$ cat config.mk
export PLATFORM = sky130hd
export DESIGN_NAME = pipeline_ctrl
export DESIGN_NICKNAME = d
export VERILOG_FILES = /design/src/rtl/pipe_ctrl_pkg.sv /design/src/rtl/load_use_detect.sv /design/src/rtl/pipeline_ctrl.sv
export SDC_FILE = /design/constraint.sdc
export NUM_CORES = 1
export LEC_CHECK = 0
export ABC_AREA = 1
export BUFFER_PORTS_ARGS = -buffer_cell sky130_fd_sc_hd__buf_2
export CAP_MARGIN = 10
export CORE_UTILIZATION = 52
export CTS_CLUSTER_DIAMETER = 100
export DETAILED_ROUTE_END_ITERATION = 10
export GPL_TIMING_DRIVEN = 0
export PLACE_DENSITY = 0.78
export REMOVE_ABC_BUFFERS = 1
export SLEW_MARGIN = 20
export SYNTH_ARGS = -nofsm -noshare
export SYNTH_HDL_FRONTEND = slang
export SYNTH_SLANG_ARGS = --single-unit
$ cat constraint.sdc
create_clock -name clk -period 2.55 [get_ports clk]
set_clock_uncertainty 0.1 [all_clocks]
set_input_delay 0.51 -clock clk [delete_from_list [all_inputs] [get_ports clk]]
set_output_delay 0.51 -clock clk [all_outputs]
set_load 0.02 [all_outputs]
$ cat src/rtl/pipe_ctrl_pkg.sv
// Shared types for the pipeline stall/flush sequencer.
// Holds the sequencer states, per-stage control bundle and the canned control patterns.
package pipe_ctrl_pkg;

    typedef enum logic [1:0] {
        RUN,
        DRAIN,
        SLEEP,
        WAKE
    } pctrl_state_t;

    localparam logic [4:0] REG_ZERO = 5'd0;

    // Register enables and bubble inserts for PC and the four pipeline registers
    typedef struct packed {
        logic pc_en;
        logic if_id_en;
        logic id_ex_en;
        logic ex_mem_en;
        logic mem_wb_en;
        logic if_id_flush;
        logic id_ex_flush;
    } stage_ctrl_t;

    // Everything frozen
    localparam stage_ctrl_t CTRL_HOLD       = 7'b00000_00;
    // Normal advance
    localparam stage_ctrl_t CTRL_GO         = 7'b11111_00;
    // Redirect: advance and squash both front-end stages
    localparam stage_ctrl_t CTRL_FLUSH      = 7'b11111_11;
    // Front end frozen, bubble into EX, back end advances
    localparam stage_ctrl_t CTRL_BUBBLE     = 7'b00111_01;
    // Draining but memory is waiting: freeze, keep bubbling EX
    localparam stage_ctrl_t CTRL_DRAIN_HOLD = 7'b00000_01;
    // Frozen with both front-end stages squashed
    localparam stage_ctrl_t CTRL_SQUASH     = 7'b00000_11;

endpackage

$ cat src/rtl/load_use_detect.sv
// Load-use hazard compare between the EX-stage load and the ID-stage sources.
// Ports: id_ex_memread, rs1, rs2, rd in; hazard out (combinational).
module load_use_detect
    import pipe_ctrl_pkg::*;
(
    input  logic       id_ex_memread,
    input  logic [4:0] rs1,
    input  logic [4:0] rs2,
    input  logic [4:0] rd,
    output logic       hazard
);

    logic src_match;

    assign src_match = (rd == rs1) || (rd == rs2);

    // x0 is never really written, so a load into x0 cannot create a dependency
    assign hazard = id_ex_memread && (rd != REG_ZERO) && src_match;

endmodule

$ cat src/rtl/pipeline_ctrl.sv
// Stall/flush sequencer: merges memory waits, load-use, redirects and WFI sleep.
// Ports: clk, rst (async active-low); hazard/event inputs; stage enables, flushes,
//        load_use_hazard, delay_hazard, wfi_sleep and saturating stall_cycles out.
module pipeline_ctrl
    import pipe_ctrl_pkg::*;
#(
    parameter int CNT_W     = 32,
    parameter int DRAIN_CYC = 2
) (
    input  logic             clk,
    input  logic             rst,
    input  logic             im_stall,
    input  logic             dm_stall,
    input  logic             id_ex_memread,
    input  logic [4:0]       rs1,
    input  logic [4:0]       rs2,
    input  logic [4:0]       rd,
    input  logic             branch_taken,
    input  logic             wfi_ex,
    input  logic             irq_wake,
    output logic             pc_en,
    output logic             if_id_en,
    output logic             id_ex_en,
    output logic             ex_mem_en,
    output logic             mem_wb_en,
    output logic             if_id_flush,
    output logic             id_ex_flush,
    output logic             load_use_hazard,
    output logic             delay_hazard,
    output logic             wfi_sleep,
    output logic [CNT_W-1:0] stall_cycles
);

    localparam logic [2:0] DRAIN_INIT = 3'(DRAIN_CYC - 1);
    localparam logic [CNT_W-1:0] CNT_MAX = {CNT_W{1'b1}};

    pctrl_state_t     state_q;
    pctrl_state_t     state_d;
    logic             flush_pend_q;
    logic             flush_pend_d;
    logic [2:0]       drain_cnt_q;
    logic [2:0]       drain_cnt_d;
    logic             delay_hazard_q;
    logic [CNT_W-1:0] stall_q;

    stage_ctrl_t      ctrl;
    stage_ctrl_t      ctrl_out;
    logic             sleep_c;
    logic             gstall;
    logic             luh;

    load_use_detect u_luh (
        .id_ex_memread (id_ex_memread),
        .rs1           (rs1),
        .rs2           (rs2),
        .rd            (rd),
        .hazard        (luh)
    );

    assign gstall = im_stall | dm_stall;

    always_comb begin
        state_d      = state_q;
        flush_pend_d = flush_pend_q;
        drain_cnt_d  = drain_cnt_q;
        ctrl         = CTRL_HOLD;
        sleep_c      = 1'b0;

        unique case (state_q)
            RUN: begin
                if (gstall) begin
                    // Redirect cannot land while frozen; remember it
                    ctrl = CTRL_HOLD;
                    if (branch_taken) begin
                        flush_pend_d = 1'b1;
                    end
                end else if (branch_taken || flush_pend_q) begin
                    // Squashes ID, so any load-use there is moot
                    ctrl         = CTRL_FLUSH;
                    flush_pend_d = 1'b0;
                end else if (wfi_ex) begin
                    ctrl        = CTRL_BUBBLE;
                    drain_cnt_d = DRAIN_INIT;
                    state_d     = DRAIN;
                end else if (luh) begin
                    ctrl = CTRL_BUBBLE;
                end else begin
                    ctrl = CTRL_GO;
                end
            end

            DRAIN: begin
                ctrl = gstall ? CTRL_DRAIN_HOLD : CTRL_BUBBLE;
                if (!gstall) begin
                    if (drain_cnt_q == 3'd0) begin
                        state_d = irq_wake ? WAKE : SLEEP;
                    end else begin
                        drain_cnt_d = drain_cnt_q - 3'd1;
                    end
                end
            end

            SLEEP: begin
                ctrl    = CTRL_HOLD;
                sleep_c = 1'b1;
                if (irq_wake) begin
                    state_d = WAKE;
                end
            end

            WAKE: begin
                // Restart fetch with both front-end stages cleared
                ctrl = gstall ? CTRL_SQUASH : CTRL_FLUSH;
                if (!gstall) begin
                    state_d = RUN;
                end
            end

            default: begin
                state_d = RUN;
            end
        endcase
    end

    // While reset is held the whole pipe is frozen with bubbles forced in
    assign ctrl_out = rst ? ctrl : CTRL_SQUASH;

    assign pc_en           = ctrl_out.pc_en;
    assign if_id_en        = ctrl_out.if_id_en;
    assign id_ex_en        = ctrl_out.id_ex_en;
    assign ex_mem_en       = ctrl_out.ex_mem_en;
    assign mem_wb_en       = ctrl_out.mem_wb_en;
    assign if_id_flush     = ctrl_out.if_id_flush;
    assign id_ex_flush     = ctrl_out.id_ex_flush;
    assign wfi_sleep       = rst & sleep_c;
    assign load_use_hazard = luh;
    assign delay_hazard    = delay_hazard_q;
    assign stall_cycles    = stall_q;

    always_ff @(posedge clk or negedge rst) begin
        if (!rst) begin
            state_q      <= RUN;
            flush_pend_q <= 1'b0;
            drain_cnt_q  <= 3'd0;
        end else begin
            state_q      <= state_d;
            flush_pend_q <= flush_pend_d;
            drain_cnt_q  <= drain_cnt_d;
        end
    end

    always_ff @(posedge clk or negedge rst) begin
        if (!rst) begin
            delay_hazard_q <= 1'b0;
        end else if (!gstall) begin
            delay_hazard_q <= luh;
        end
    end

    always_ff @(posedge clk or negedge rst) begin
        if (!rst) begin
            stall_q <= '0;
        end else if (!ctrl.pc_en && (stall_q != CNT_MAX)) begin
            stall_q <= stall_q + CNT_W'(1);
        end
    end

endmodule

==> metrics, run 1 <==
Die X-Extent=75.6 um; GRT Util Overall=26.9%; grt total ovfl=0; Synth Flop Type=dfrtp_1; post-synth cell types=24; Max-Cap Viols=0; mapped cell area=2810 sq um; CTS tree=yes; Switch Pwr=0.949 mW; dominant cell by count in the synthesized netlist=nand2_1; # hold bufs at CTS=0; Critical Path AT=1.82 ns; Rows=26; reg2reg start=stall_cycles[26]$_DFFE_PN0P_; placer congestion estimate=0.930; worst-path cell chain=inv_1 -> ha_2 -> inv_2 -> nor2_4 -> nand2_1 -> nand2_2 -> nand2_8 -> nor2_4 -> buf_2; first-pass GRT wire length=11600 um; Fmax=0.412 GHz; Post-synth EDFFs=0; Tmin final=2.43 ns; hpwl dp=5040 um; wirelength, routed=7010 um; NumNets Final=510; DR WL/cell=12.7 um; Worst-Margin Slew=0.712 ns; switching fraction of total power=40.9%; Top Ports=65; worst-path fanout max=6; CP peak stage delay=0.42 ns; fin worst setup slack=0.124 ns; Initial Util=54.4%; largest net degree at the start of global routing=45; PortBufs=64; CP startpoint=state_q[1]$_DFFE_PN0P_; ys async rst share=100%; vias in the first global route=2611; initial DRC count=219; buffering stage count on the worst path with inverters included=3; Worst path top cell family by delay=simple AND/OR/NAND/NOR gates; proportion of power drawn by the clock network=23.2%; share of cells above drive strength 1=19.5%; Clock transition at path regs=0.08 ns; synth warn=0; clk root buf=clkbuf_8; max_slew headroom=52.1%; DRT antenna net count=0; Critical Path Start Type=flip-flop; Layout Cells excl Fill=551; Required @ worst endpoint=1.94 ns; Final Max Slew Viols=0; H-tree depth=2; Pint=1.37 mW; crit end category=output port; Worst Path Class, Setup=reg -> out; Synth Area per Inst=6.73 sq um; Reg power frac=35.5%; Seq/Total Area, Yosys=34.7%; CTS Buf Count=5; CP dominant cell by count=nor2_4; #FFs+latches synth=39; largest cells by area after synthesis=dfrtp_1 (35%), nand2_1 (19%), nand3_1 (7.3%), nor2_1 (6.4%), xor2_1 (5.9%); cell taking the most area after synthesis=dfrtp_1; CTS sink count=39; total die area=5710 sq um; number of diodes=0; Die Height=75.6 um; top cells by count, synth=nand2_1 (146), nor2_1 (48), inv_1 (43), nand3_1 (41), dfrtp_1 (39); pre-CTS setup slack=-0.211 ns; Power per Cell Area=693 nW/um^2; endpoints failing hold=0; Placeable Area=5170 sq um; synth-to-layout area growth=18.9%; Synth top area share=34.7%; Finish-stage setup viols=0; Comb power frac=41.3%; antenna violations before repair=0; CTS max path bufs=2; residual DRC count=0; P_leak=1.86 nW; Vias=2831; dpl cells=539; VDD IR max=0.622 mV; cells after synthesis=418; worst hold path class=in -> async; latest clock arrival within the worst-skew pair=0.30 ns; RSZ-0062 raised after global routing=no; DR pass1 iterations=4; Crit-path slowest cell=dfrtp_1; via/cell ratio=5.14; outcome=finished, final reports clean; Final Cycle Share=95.1%
## cell usage in the layout, fill, tap and decap left out, types with 7 or more instances in the layout
cell,Yosys,layout
nor3_1,9,9
nand2_1,146,145
xnor2_1,11,11
dfrtp_1,39,39
nor2_1,48,45
xor2_1,19,19
a21oi_1,7,7
o21ai_0,8,8
buf_2,6,63
nand3_1,41,41
inv_1,43,41
nand4_1,12,12
## stage by stage
step | hold WS, ns | instance area, sq um | total power, mW | util, % | TNS [ns]
finish | 0.135 | 3350 | 2.32 | 64.7 | 0
global route | 0.183 | 3350 | 2.47 | 64.7 | 0
CTS | 0.293 | 3300 | 2.30 | 63.9 | 0
detailed placement | 0.378 | 3130 | 1.67 | 60.5 | -5.95
global placement | 0.370 | 3130 | 1.63 | 60.5 | -4.71
floorplan | 0.114 | 2720 | 1.42 | - | -0.0617
## registers in the layout, indices dropped and copies added, names as in the netlist
register and flops:
stall_cycles 32, drain_cnt_q 3, delay_hazard 1, state_q 2, flush_pend_q 1
## path summary, 6_finish.rpt
| check | slack (ns) | depth (start not counted) | to |
|---|---|---|---|
| worst max-delay path | 0.12 | 9 | if_id_en |
| worst min-delay path | 0.14 | 1 | delay_hazard$_DFFE_PN0P_ |
| worst max register to register | 0.19 | 8 | stall_cycles[2]$_DFFE_PN0P_ |
| worst min register to register | 0.39 | 2 | delay_hazard$_DFFE_PN0P_ |
| max in group asynchronous | 1.83 | 1 | stall_cycles[8]$_DFFE_PN0P_ |
| min in group clk | 0.39 | 2 | delay_hazard$_DFFE_PN0P_ |
## kinds of logic after synthesis
family	after synthesis	share of synthesized area (%)
and+or+nand+nor	268	40.7
buffers and inverters	57	9.07
DFF	39	34.7
xor gates and xnor gates	30	9.34
AOI/OAI and AO/OA	17	3.11
adders and majority gates	7	3.11
## layout make-up
class | instances | area (sq um)
tap | 70 | 87.6
inverter | 44 | 165
clock inverter | 2 | 35.0
multi-input combinational | 323 | 1650
sequential | 39 | 976
fill | 479 | 1830
timing repair buffer | 67 | 345
clock buffer | 6 | 82.6
## metal layers
layer	share of wire (%)	global-route usage, %
met4	1.2	9.47
met1	46	35.1
met3	4.7	3.97
met5	0	0
met2	48	45.8
## power by group through the flow
stage	Sequential [mW]	Combinational, mW	Clock (mW)
global placement	0.823	0.811	0
finish	0.822	0.958	0.538
CTS	0.821	0.931	0.546
floorplan	0.873	0.547	0
detailed placement	0.833	0.839	0
global route	0.837	1.06	0.568
## repair_timing
action,in CTS,in global routing
setup buffers,1,2
endpoints found under the setup margin,32,32
resized for setup,10,6
pin swaps,1,0
cloned,1,0
No activity file was read; power rests on OpenSTA's default activity.
==> run 2: changes to the inputs <==
--- a/config.mk
+++ b/config.mk
@@ -5,14 +5,13 @@
 export SDC_FILE = /design/constraint.sdc
 export NUM_CORES = 1
 export LEC_CHECK = 0
-export ABC_AREA = 1
 export BUFFER_PORTS_ARGS = -buffer_cell sky130_fd_sc_hd__buf_2
 export CAP_MARGIN = 10
 export CORE_UTILIZATION = 52
 export CTS_CLUSTER_DIAMETER = 100
 export DETAILED_ROUTE_END_ITERATION = 10
 export GPL_TIMING_DRIVEN = 0
-export PLACE_DENSITY = 0.78
+export PLACE_DENSITY = 0.81
 export REMOVE_ABC_BUFFERS = 1
 export SLEW_MARGIN = 20
 export SYNTH_ARGS = -nofsm -noshare
==> metrics, run 2 <==
Required @ worst endpoint=1.94 ns (about the same); Layout fillers=327 (-32%); synth-to-layout area growth=25.5%; worst-path fanout max=3 (-3); clk root buf=clkbuf_8; CTS sink count=39 (unchanged); crit end category=output port; Rows=23 (-12%); PortBufs=64 (unchanged); Synth top area share=44.0% (+9.3 points); share of cells above drive strength 1=32.0% (+12 points); adder-cell area share of the yosys netlist=3.95% (+0.84 points); cells after synthesis=216 (-48%); Placeable Area=4060 sq um (-22%); smallest hold slack=0.120 ns (-0.0150 ns); worst reg2reg endpoint=stall_cycles[1]$_DFFE_PN0P_; outcome=finished, final reports clean; max reg flops=32 (unchanged); most common cell after layout, fill and taps aside=buf_2; Synth Area in Simple Gates=21.8% (-19 points); total power=2.26 mW (-2.6%); antenna violations before repair=0 (unchanged); DR WL/cell=13.4 um (+5.2%); Final Max Slew Viols=0 (unchanged); Worst Path Class, Setup=in -> out; ys async rst share=100% (unchanged); M3 GR Usage=6.25% (+2.3 points); post-synth cell types=41 (+71%); Post-synth EDFFs=0 (unchanged); first-pass GRT wire length=7420 um (-36%); Layout Cells excl Fill=334 (-39%); hpwl dp=3110 um (-38%); reg2reg start=state_q[0]$_DFFE_PN0P_; total die area=4530 sq um (-21%); VDD IR max=0.594 mV (-4.4%); worst hold path class=in -> async; M2 GR Usage=38.3% (-7.6 points); post-synthesis xor/xnor area fraction=15.8% (+6.5 points); DR pass1 iterations=4 (unchanged); largest net degree at the start of global routing=44 (-2.2%); cell taking the most area after synthesis=dfrtp_1; Register-to-Register Setup Slack=0.16 ns (-0.03 ns); final core occ=68.6% (+3.9 points); Critical Path Start Type=input port; Max-Cap Viols=0 (unchanged); dpl cells=320 (-41%); wirelength, routed=4470 um (-36%); path depth of the worst reg2reg path=8 (unchanged); residual DRC count=0 (unchanged); P_leak=1.36 nW (-27%); largest family of logic cells by synthesized area=simple AND/OR/NAND/NOR gates; Finish-stage setup viols=0 (unchanged); fin worst setup slack=0.0613 ns (-0.0631 ns); #FFs+latches synth=39 (unchanged); CTS tree=yes; Synth Area per Inst=10.3 sq um (+53%); Die Height=67.3 um (-11%); CTS Buf Count=5 (unchanged); Clock transition at path regs=0.07 ns (about the same); met1 usage=25.7% (-9.4 points); H-tree depth=2 (unchanged); vias in the first global route=1747 (-33%); Synth Flop Type=dfrtp_1; top cells by count, synth=dfrtp_1 (39), xnor2_1 (29), nand4_1 (20), nand2_1 (14); GRT Util Overall=22.0% (-4.9 points); endpoints failing hold=0 (unchanged); synth warn=0 (unchanged); latest clock arrival within the worst-skew pair=0.29 ns (about the same); largest cells by area after synthesis=dfrtp_1 (44%), xnor2_1 (11%), nand4_1 (5.6%), xor2_1 (4.3%), ha_1 (3.9%); Tmin final=2.49 ns (+0.0631 ns); most frequent cells in the layout=buf_2 (60), dfrtp_1 (39), xnor2_1 (29); Die X-Extent=67.3 um (-11%); mux cell area share after synthesis=1.92% (+1.9 points); Initial Util=54.7% (+0.27 points); Power per Cell Area=811 nW/um^2 (+17%); Final Cycle Share=97.6% (+2.5 points); placer congestion estimate=0.751 (-19%); NumNets Final=313 (-39%); max_slew headroom=57.6% (+5.5 points); initial DRC count=52 (-76%); dominant cell by count in the synthesized netlist=dfrtp_1; post-synthesis compound-gate area fraction=7.50% (+4.4 points); number of diodes=0 (unchanged); Top Ports=65 (unchanged); via/cell ratio=5.54 (+7.9%); pre-CTS setup slack=-0.262 ns (-0.0507 ns); Critical Path AT=1.88 ns (+0.06 ns); Fmax=0.402 GHz (-2.5%); Worst-Margin Slew=0.632 ns (-0.0792 ns); Seq/Total Area, Yosys=44.0% (+9.3 points); GRT busiest layer=met2; CTS max path bufs=2 (unchanged); Vias=1852 (-35%); mapped cell area=2220 sq um (-21%); grt total ovfl=0 (unchanged); DRT antenna net count=0 (unchanged)
run 2: cell types whose count changed in the layout (fill, tap and decap cells not counted), moves of 5 or more:
cell	change
nand4_1	+8
and3_1	+12
nor3_1	-7
nand2_1	-131
xor2_1	-8
inv_1	-32
xnor2_1	+18
nand3_1	-32
a21oi_1	-5
nor2_1	-35
run 2: power by group:
| group | internal (mW) | switching (mW) |
|---|---|---|
| combinational | 0.363 | 0.457 |
| sequential | 0.726 | 0.113 |
| clock | 0.391 | 0.208 |
| total | 1.48 | 0.778 |
run 2: worst max-delay path by stage:
stage | start | cells after the start | to | slack, ns
after floorplan | rd[3] | 7 | id_ex_flush | 0.06
after global placement | rd[3] | 8 | stall_cycles[21]$_DFFE_PN0P_ | -0.23
after detailed placement | rd[3] | 8 | stall_cycles[13]$_DFFE_PN0P_ | -0.26
after CTS | rd[1] | 8 | id_ex_flush | 0.007
after global routing | rd[4] | 8 | id_ex_flush | -0.01
final | rd[4] | 8 | id_ex_flush | 0.06
run 2: final cells by class:
| cell class | count | area, sq um | share of cell area [%] |
|---|---|---|---|
| inverter | 9 | 33.8 | 1.21 |
| clock inverter | 2 | 60.1 | 2.16 |
| timing repair buffer | 69 | 408 | 14.7 |
| multi-input combinational | 159 | 1170 | 42.1 |
| sequential | 39 | 976 | 35.1 |
| clock buffer | 6 | 72.6 | 2.61 |
| tap | 50 | 62.6 | 2.25 |
run 2: stage by stage:
stage | area, sq um | setup TNS (ns)
after detailed placement | 2520 | -6.81
after global routing | 2780 | -0.0133
after floorplan | 2140 | 0
after global placement | 2520 | -5.59
after CTS | 2680 | 0
final | 2780 | 0
run 2: layer usage:
layer	wire [um]	up-vias
met2	2190	48
met5	0	-
met3	265	5
met4	41	0
met1	1970	905
li1	-	894
run 2: cell families after synthesis:
| logic type | Yosys count |
|---|---|
| and+or+nand+nor | 85 |
| xor gates and xnor gates | 40 |
| DFF | 39 |
| AOI/OAI and AO/OA | 22 |
| buffers and inverters | 19 |
| adders and majority gates | 7 |
| muxes | 4 |
run 2: worst max-delay path: stages:
cell and delay, ns:
buf_8 0.10, or4_4 0.52, o21ai_2 0.18, nor2_2 0.08
nor2_2 0.13, a221o_1 0.14, nand2_1 0.06, buf_6 0.16
run 2: repair_timing:
action / 4_1_cts / 5_1_grt
hold buffers: 0 / 0
setup buffers: 0 / 5
gates cloned: 1 / 0
hold endpoints to repair: 0 / 0
gates resized for setup: 3 / 12
pin swaps: 0 / 5
endpoints found under the setup margin: 31 / 36
==> run 3: changes to the inputs <==
--- a/config.mk
+++ b/config.mk
@@ -11,9 +11,9 @@
 export CTS_CLUSTER_DIAMETER = 100
 export DETAILED_ROUTE_END_ITERATION = 10
 export GPL_TIMING_DRIVEN = 0
-export PLACE_DENSITY = 0.81
-export REMOVE_ABC_BUFFERS = 1
+export PLACE_DENSITY = 0.8
 export SLEW_MARGIN = 20
 export SYNTH_ARGS = -nofsm -noshare
 export SYNTH_HDL_FRONTEND = slang
+export SYNTH_HIERARCHICAL = 1
 export SYNTH_SLANG_ARGS = --single-unit
==> metrics, run 3 <==
wirelength, routed=5820 um (+30%); post-synth cell types=51 (+24%); CTS Buf Count=5 (unchanged); CTS tree=yes; syn_nets=258; H-tree depth=2 (unchanged); DR pass1 iterations=4 (unchanged); first-pass GRT wire length=9190 um (+24%); Power per Cell Area=687 nW/um^2 (-15%); Final Max Slew Viols=0 (unchanged); largest cells by area after synthesis=dfrtp_1 (41%), xor2_1 (7.0%), xnor2_1 (6.7%), ha_1 (4.2%), nand2_1 (3.2%); RSZ-0062 raised after global routing=yes; cell taking the most area after synthesis=dfrtp_1; Layout fillers=275 (-16%); largest net degree at the start of global routing=45 (+2.3%); synth warn=6 (+6); share of cells above drive strength 1=44.9% (+13 points); PortBufs=64 (unchanged); endpoints failing hold=0 (unchanged); final core occ=76.1% (+7.5 points); Vias=2060 (+11%); Worst Path Class, Setup=in -> out; total power=2.28 mW (+0.81%); DRT antenna net count=0 (unchanged); area of the multi-input gates=1530 sq um (+31%); number of diodes=0 (unchanged); adder-cell area share of the yosys netlist=4.24% (+0.29 points); max reg flops=32 (unchanged); Synth Area per Inst=10.4 sq um (+1.3%); fin worst setup slack=-0.337 ns (-0.399 ns); Clock transition at path regs=0.07 ns (about the same); Initial Util=54.3% (-0.42 points); latest clock arrival within the worst-skew pair=0.28 ns (about the same); most frequent cells in the layout=buf_2 (59), dfrtp_1 (38), xor2_1 (18), xnor2_1 (18), nand2_1 (17); mux cell area share after synthesis=2.70% (+0.78 points); Die Height=69.4 um (+3.1%); largest family of logic cells by synthesized area=simple AND/OR/NAND/NOR gates; failing checks=negative setup slack; worst-path fanout max=3 (unchanged); initial DRC count=66 (+27%); NumNets Final=346 (+11%); post-synthesis compound-gate area fraction=9.48% (+2.0 points); worst hold path class=in -> async; via/cell ratio=5.60 (+0.95%); Sequential Area=977 sq um (+0.13%); Synth Area in Simple Gates=25.3% (+3.5 points); ys async rst share=100% (unchanged); VDD IR max=0.611 mV (+2.9%); most common cell after layout, fill and taps aside=buf_2; max_slew headroom=48.5% (-9.1 points); DR WL/cell=15.8 um (+18%); Synth top area share=41.3% (-2.7 points); grt total ovfl=0 (unchanged); vias in the first global route=2029 (+16%); post-synthesis xor/xnor area fraction=13.7% (-2.1 points); hpwl dp=3760 um (+21%); Tmin final=2.89 ns (+0.399 ns); Fmax=0.346 GHz (-14%); Top Ports=65 (unchanged); Worst-Margin Slew=0.765 ns (+0.133 ns); Final Cycle Share=113% (+16 points); Critical Path Start Type=input port; top cells by count, synth=dfrtp_1 (39), nand2_1 (20), xor2_1 (19), xnor2_1 (18), nand3_1 (13); cells after synthesis=227 (+5.1%); total die area=4820 sq um (+6.3%); Rows=24 (+4.3%); synth-to-layout area growth=40.3%; Finish-stage setup viols=28 (+28); Seq/Total Area, Yosys=41.3% (-2.7 points); Synth Flop Type=dfrtp_1; placer congestion estimate=0.792 (+5.5%); smallest hold slack=0.139 ns (+0.0186 ns); antenna violations before repair=0 (unchanged); GRT Util Overall=23.4% (+1.4 points); #FFs+latches synth=39 (unchanged); residual DRC count=0 (unchanged); pre-CTS setup slack=-0.661 ns (-0.399 ns); clk root buf=clkbuf_8; P_leak=1.53 nW (+12%); # hold bufs at CTS=0 (unchanged); CTS max path bufs=2 (unchanged); outcome=finished with violations; crit end category=output port; Required @ worst endpoint=1.94 ns (about the same); Placeable Area=4350 sq um (+7.3%); CTS sink count=39 (unchanged); mapped cell area=2360 sq um (+6.5%); dominant cell by count in the synthesized netlist=dfrtp_1; Max-Cap Viols=0 (unchanged); Post-synth EDFFs=0 (unchanged); Critical Path AT=2.28 ns (+0.40 ns); Die X-Extent=69.4 um (+3.1%)
run 3: changes by cell type after synthesis, moves of 4 or more:
cell and change:
nand4_1 -13, xor2_1 +8, nand2_1 +6, nand3_1 +4, xnor2_1 -11, nor4_2 +4
and3_1 -8, or2_1 +4, a21oi_1 +5
run 3: final cells by class:
class                   count  area share [%]
multi-input cells         174            46.2
flip-flops and latches     39            29.5
repair buffers             81            16.5
clock buffers               8            3.02
plain buffers               7            2.00
well taps                  52            1.96
inverters                   7           0.793
run 3: logic make-up after synthesis:
group / Yosys count
xor gates and xnor gates: 37
buffers and inverters: 14
DFF: 39
muxes: 6
AOI/OAI and AO/OA: 27
and+or+nand+nor: 96
adders and majority gates: 8
run 3: worst paths after layout:
kind,from,end,slack (ns),cells past startpoint
max reg2reg,state_q[0]$_DFFE_PN0P_,stall_cycles[13]$_DFFE_PN0P_,0.08,11
min,rst,stall_cycles[30]$_DFFE_PN0P_,0.14,1
max in group asynchronous,rst,state_q[0]$_DFFE_PN0P_,1.79,1
max,rd[3],pc_en,-0.34,9
min reg2reg,stall_cycles[12]$_DFFE_PN0P_,stall_cycles[12]$_DFFE_PN0P_,0.38,1
min in group clk,stall_cycles[12]$_DFFE_PN0P_,stall_cycles[12]$_DFFE_PN0P_,0.38,1
run 3: metrics by stage:
stage	cells	setup TNS, ns	cell area, sq um
3_3_place_gp	343	-10.25	2820
6_report	368	-3.82	3310
2_1_floorplan	227	-2.98	2440
5_1_grt	368	-6.62	3310
4_1_cts	360	-2.67	3140
3_5_place_dp	343	-10.17	2820
run 3: routing by layer:
metal,up-vias,track usage (%),part of all wire (%)
met5,-,0,0
met4,0,8.62,3.0
met3,19,5.23,4.2
met2,58,39.7,50
met1,1007,29.2,42
li1,976,-,-
run 3: power by group:
group	switching, mW	leakage (nW)	internal (mW)
Sequential	0.122	0.495	0.731
Clock	0.198	0.0515	0.247
Combinational	0.528	0.984	0.450
run 3: worst max-delay path, stage by stage:
cell and delay, ns:
buf_8 0.10, or4_4 0.52, o21ai_2 0.14, a21oi_2 0.06, or2_4 0.25, a311oi_4 0.30, and2_4 0.21, buf_6 0.09
buf_6 0.10
run 3: what timing repair did:
action                     4_1_cts  5_1_grt
gates resized for setup         28       26
pin swaps                       21       27
setup endpoints to repair       18       34
gates cloned                     1        0
buffers inserted                 8       10
